<file path="config.mk">
export PLATFORM = sky130hd
export DESIGN_NAME = shift_sequencer
export DESIGN_NICKNAME = d
export VERILOG_FILES = /design/src/rtl/shift_sequencer.sv
export SDC_FILE = /design/constraint.sdc
export NUM_CORES = 1
export LEC_CHECK = 0
export ABC_AREA = 1
export CELL_PAD_IN_SITES_DETAIL_PLACEMENT = 1
export CELL_PAD_IN_SITES_GLOBAL_PLACEMENT = 2
export CORE_ASPECT_RATIO = 1.2
export CORE_MARGIN = 5
export CORE_UTILIZATION = 24
export CTS_BUF_LIST = sky130_fd_sc_hd__clkbuf_8
export DETAILED_ROUTE_END_ITERATION = 10
export PLACE_DENSITY = 0.81
export SYNTH_ARGS = -nofsm -noshare
export SYNTH_HDL_FRONTEND = slang
export SYNTH_SLANG_ARGS = --single-unit
</file>
<file path="constraint.sdc">
create_clock -name Clk -period 1.25 [get_ports Clk]
set_clock_uncertainty 0.05 [all_clocks]
set_input_delay 0.25 -clock Clk [delete_from_list [all_inputs] [get_ports Clk]]
set_output_delay 0.25 -clock Clk [all_outputs]
set_load 0.03 [all_outputs]
</file>
<file path="src/rtl/shift_sequencer.sv">
// Round-robin sequencer sharing one W-bit bidirectional serial shifter between two requesters.
// Optional build macro SEQ_PAUSE_EN adds a Hold input that pauses an active burst.
module shift_sequencer #(
   parameter int W  = 8,
   parameter int CW = 4
) (
   input  logic          Clk,
   input  logic          Reset,
   input  logic [1:0]    Req,
   input  logic          Dir0,
   input  logic          Dir1,
   input  logic [CW-1:0] Cnt0,
   input  logic [CW-1:0] Cnt1,
   input  logic [W-1:0]  Data0,
   input  logic [W-1:0]  Data1,
`ifdef SEQ_PAUSE_EN
   input  logic          Hold,
`endif
   output logic [1:0]    Grant,
   output logic          Busy,
   output logic          Done,
   output logic          Sh_En,
   output logic          Sh_RL,
   output logic          Sh_In
);

   typedef enum logic [1:0] {
      IDLE  = 2'd0,
      SHIFT = 2'd1,
      DONE  = 2'd2
   } state_t;

   state_t        state_r;
   logic          last_r;
   logic          dir_r;
   logic [W-1:0]  data_r;
   logic [CW-1:0] rem_r;
   logic [CW-1:0] idx_r;
   logic [1:0]    grant_r;
   logic          busy_r;
   logic          done_r;

   logic          win_s;
   logic          win_dir_s;
   logic [CW-1:0] win_cnt_s;
   logic [W-1:0]  win_data_s;
   logic [CW-1:0] cnt_sat_s;
   logic          hold_s;
   logic          shifting_s;
   logic [W-1:0]  sh_data_s;

`ifdef SEQ_PAUSE_EN
   assign hold_s = Hold;
`else
   assign hold_s = 1'b0;
`endif

   // Round-robin winner selection and saturation of the winner's count.
   always_comb begin
      win_s = 1'b0;
      if (Req == 2'b11) begin
         win_s = ~last_r;
      end else begin
         win_s = Req[1];
      end
      if (win_s) begin
         win_dir_s  = Dir1;
         win_cnt_s  = Cnt1;
         win_data_s = Data1;
      end else begin
         win_dir_s  = Dir0;
         win_cnt_s  = Cnt0;
         win_data_s = Data0;
      end
      if (win_cnt_s > CW'(W)) begin
         cnt_sat_s = CW'(W);
      end else begin
         cnt_sat_s = win_cnt_s;
      end
   end

   // Sequencer FSM: grant, count out the burst, pulse Done.
   always_ff @(posedge Clk or posedge Reset) begin
      if (Reset) begin
         state_r <= IDLE;
         last_r  <= 1'b1;
         dir_r   <= 1'b0;
         data_r  <= '0;
         rem_r   <= '0;
         idx_r   <= '0;
         grant_r <= 2'b00;
         busy_r  <= 1'b0;
         done_r  <= 1'b0;
      end else begin
         case (state_r)
            IDLE: begin
               if (Req != 2'b00) begin
                  grant_r <= win_s ? 2'b10 : 2'b01;
                  last_r  <= win_s;
                  dir_r   <= win_dir_s;
                  data_r  <= win_data_s;
                  idx_r   <= '0;
                  rem_r   <= cnt_sat_s;
                  busy_r  <= 1'b1;
                  if (cnt_sat_s == '0) begin
                     state_r <= DONE;
                     done_r  <= 1'b1;
                  end else begin
                     state_r <= SHIFT;
                  end
               end
            end
            SHIFT: begin
               if (!hold_s) begin
                  idx_r <= idx_r + CW'(1);
                  rem_r <= rem_r - CW'(1);
                  if (rem_r == CW'(1)) begin
                     state_r <= DONE;
                     done_r  <= 1'b1;
                  end
               end
            end
            DONE: begin
               state_r <= IDLE;
               grant_r <= 2'b00;
               busy_r  <= 1'b0;
               done_r  <= 1'b0;
            end
            default: begin
               state_r <= IDLE;
               grant_r <= 2'b00;
               busy_r  <= 1'b0;
               done_r  <= 1'b0;
            end
         endcase
      end
   end

   // Shifter pins decode only from registered state; Hold just masks the strobe.
   assign shifting_s = (state_r == SHIFT);
   assign sh_data_s  = data_r >> idx_r;
   assign Sh_En      = shifting_s & ~hold_s;
   assign Sh_RL      = shifting_s & dir_r;
   assign Sh_In      = Sh_En & sh_data_s[0];
   assign Grant      = grant_r;
   assign Busy       = busy_r;
   assign Done       = done_r;

endmodule

</file>
==> results.md <==
- Outcome: finished, violations left
- Violations in the final reports: negative setup slack
- Post-route antenna net violation count: 0
- Critical Path Sink Type: output port
- Switch share: 42.7%
- CP arrival: 1.40 ns
- Post-route cell area: 0.00232 mm2
- Clock Root Buffer: clkbuf_8
- Gpl congestion: 0.770
- CTS Buffer Depth: 2
- Initial Util: 24.4%
- Detailed Routing Iterations Pass 1: 4
- Met1 wire length: 1740 um
- DR top layer: met4
- First-pass GRT wire length: 6680 um
- Final Cycle Share: 136%
- Crit path required time: 0.95 ns
- Synth Area in Adders: 2.97%
- Crit path cell chain: inv_2 > o21ai_2 > o221ai_2 > nand2_1 > nor2_4 > buf_6
- Pin count of the biggest net entering global routing: 25
- Critical path launch point: idx_r[0]$_DFFE_PP0P_
- Post-Synth Simple-Gate Area: 26.8%
- Main synth FF type: dfrtp_1
- Worst Tran Pin Value: 0.360 ns
- Footprint of the multi-input gates: 831 um2
- P per Cell Area: 2410 mW/mm2
- Ant diodes: 0
- Total Nets Final: 267
- Dpl hpwl: 3030 um
- Num Clock Sinks: 24
- Pint: 0.00321 W
- Relative slew slack: 75.9%
- Sequential power share: 26.0%
- Critical path depth: 6
- R2R Path End: data_r[2]$_DFFE_PP0P_
- Hold_ws: 0.254 ns
- DRC viols: 0
- Worst path slowest cell: dfrtp_1
- Vias in the first global route: 1460
- Synth top cells by count: nand2_1, dfrtp_1, nor2_1
- Area grow syn2layout: 83.6%
- Crit path time final: 1.70 ns
- Drt total wl: 4200 um
- Top delay family on crit path: flip-flops
- Reg-to-Reg Start: last_r$_DFFE_PP1P_
- Synth area leader: dfrtp_1
- RSZ-0062 raised after global routing: true
- Vias/cell: 4.67
- Achievable Freq: 0.587 GHz
- Maxcap violations: 0
- Proportion of layout cells with a drive suffix above 1: 46.4%
- Clock group share of total power: 12.3%
- Max incr delay on CP: 0.42 ns
- Hold Crit Class: input pin to async pin
- Initial antenna violation count: 0
- Library cells used by synthesis: 21
- Initial drt markers: 66
- Largest family of logic cells by synthesized area: simple AND/OR/NAND/NOR gates
- H-tree depth: 1
- Fin. Hold Viols: 0
- Area post-placement: 0.00185 mm2
- Setup violations, final: 26
- Ys async rst share: 100%
- Sequential-to-total area share from yosys stat: 47.6%
- Final Max Tran Viols: 0
- Die area: 0.00683 mm2
- Clk pin slew, worst setup/hold paths: 0.09 ns
- WP buf/inv: 2
- Cell area after synthesis: 0.00126 mm2
- Sw power: 0.00239 W
- EDFF count, synth: 0
- YS warnings: 0
- Ranking of synthesized cells by area: dfrtp_1, nand2_1, o21ai_0
- Leakage power: 1.05 nW
- Rows: 29
- # port buffers: 36
- Peak supply drop: 774 uV
- Syn_area_per_cell: 7.76 um2
- Startpoint Class: flop
- Worst-path fanout max: 5
- Top-area cell type share of the netlist area: 45.5%
- Synth Area in Compound Gates: 15.8%
- CTS Buf Count: 3
- Worst setup slack after layout: -0.453 ns
- Clk_lat worst skew: 0.26 ns
- Core Area: 0.00519 mm2
- TritonCTS clock tree: built
- CTS Hold Bufs: 0
- Vias: 1379
- Cells after Synth: 163
- GRT Total Usage: 12.2%
- Horiz. Die Dim: 76.3 um
- Worst setup path end: Sh_In
- Register Area: 603 um2
- Grt ovf: 0
- Fill count: 617
- Critical path class: flop to output port
- Setup slack, reg-to-reg: -0.21 ns
- Portion of netlist area occupied by mux cells: 0%
- I/O pin cnt: 37
- Seq cells post-synth: 24
- Most numerous cell in the Yosys netlist: nand2_1
- Post-Synth XOR/XNOR Area: 0%
- Wire per inst: 14.2 um
- Worst reg2reg path depth: 6
- Syn_nets: 196
- Logic pwr share: 61.7%
- Die Y: 89.5 um
- DR WL met2: 2330 um
- Metal3 WL: 67 um
## sequential cells by signal (all words and copies together) (netlist names)
register,flops
Busy,1
Done,1
Grant,2
data_r,8
dir_r,1
idx_r,4
last_r,1
rem_r,4
state_r,2
## metrics by stage
stage	worst slack, ns	power [W]	utilization, %	cells	setup TNS (ns)
2_1_floorplan	-0.0934	0.00281	-	163	-0.321
3_3_place_gp	-0.476	0.00379	35.6	280	-9.03
3_5_place_dp	-0.512	0.00384	35.6	280	-9.88
4_1_cts	-0.501	0.00514	41.5	291	-2.69
5_1_grt	-0.511	0.00602	44.8	295	-5.66
6_report	-0.453	0.00560	44.8	295	-3.74
## layout by cell type, fill, tap and decap left out, drive strengths merged, types with 4 or more instances in the layout
cell	count
nand2	45
buf	40
clkdlybuf4s50	27
dfrtp	23
nor2	21
o21ai	20
nand3	15
inv	13
a21oi	7
clkbuf	4
## kinds of logic after synthesis
group,count (synthesis)
simple gates,82
compound gates,35
flops,24
buf+inv,19
fa+ha+maj,3
## how the worst min path moves through the flow
stage               depth (start not counted)            startpoint  slack (ns)              endpoint
floorplan                                   1                 Reset        0.21      Busy$_DFFE_PP0P_
global placement                            1  idx_r[3]$_DFFE_PP0P_        0.41  idx_r[3]$_DFFE_PP0P_
detailed placement                          2    last_r$_DFFE_PP1P_        0.42    last_r$_DFFE_PP1P_
CTS                                         3                 Reset        0.25  idx_r[3]$_DFFE_PP0P_
global route                                3                 Reset        0.27  idx_r[3]$_DFFE_PP0P_
finish                                      3                 Reset        0.25  idx_r[3]$_DFFE_PP0P_
## worst min-delay path, cell delays in order
cell and delay, ns:
clkdlybuf4s50_1 0.40, inv_1 0.09, buf_12 0.18
## power by group through the flow
stage / registers (W) / logic (W) / clock network, W
6_report: 0.00146 / 0.00346 / 0.000687
5_1_grt: 0.00150 / 0.00379 / 0.000739
4_1_cts: 0.00143 / 0.00300 / 0.000714
3_5_place_dp: 0.00142 / 0.00243 / 0
3_3_place_gp: 0.00141 / 0.00239 / 0
2_1_floorplan: 0.00148 / 0.00133 / 0
## what timing repair did
item	4_1_cts	5_1_grt
pin swaps	19	21
setup buffers	7	7
setup endpoints to repair	27	27
resized for setup	66	44
## per-layer routing
metal / track usage (%) / up-vias
li1: - / 681
met4: 4.77 / 0
met3: 0.605 / 4
met1: 13.6 / 677
met2: 24.2 / 17
met5: 0 / -
## final cells by class
class / instances / area share [%]
Clock buffer: 3 / 1.78
Clock inverter: 1 / 1.29
Inverter: 16 / 3.39
Multi-Input combinational cell: 120 / 35.8
Sequential cell: 24 / 26.0
Tap cell: 62 / 3.34
Timing Repair Buffer: 69 / 28.4
(Power assumes the default switching activity.)
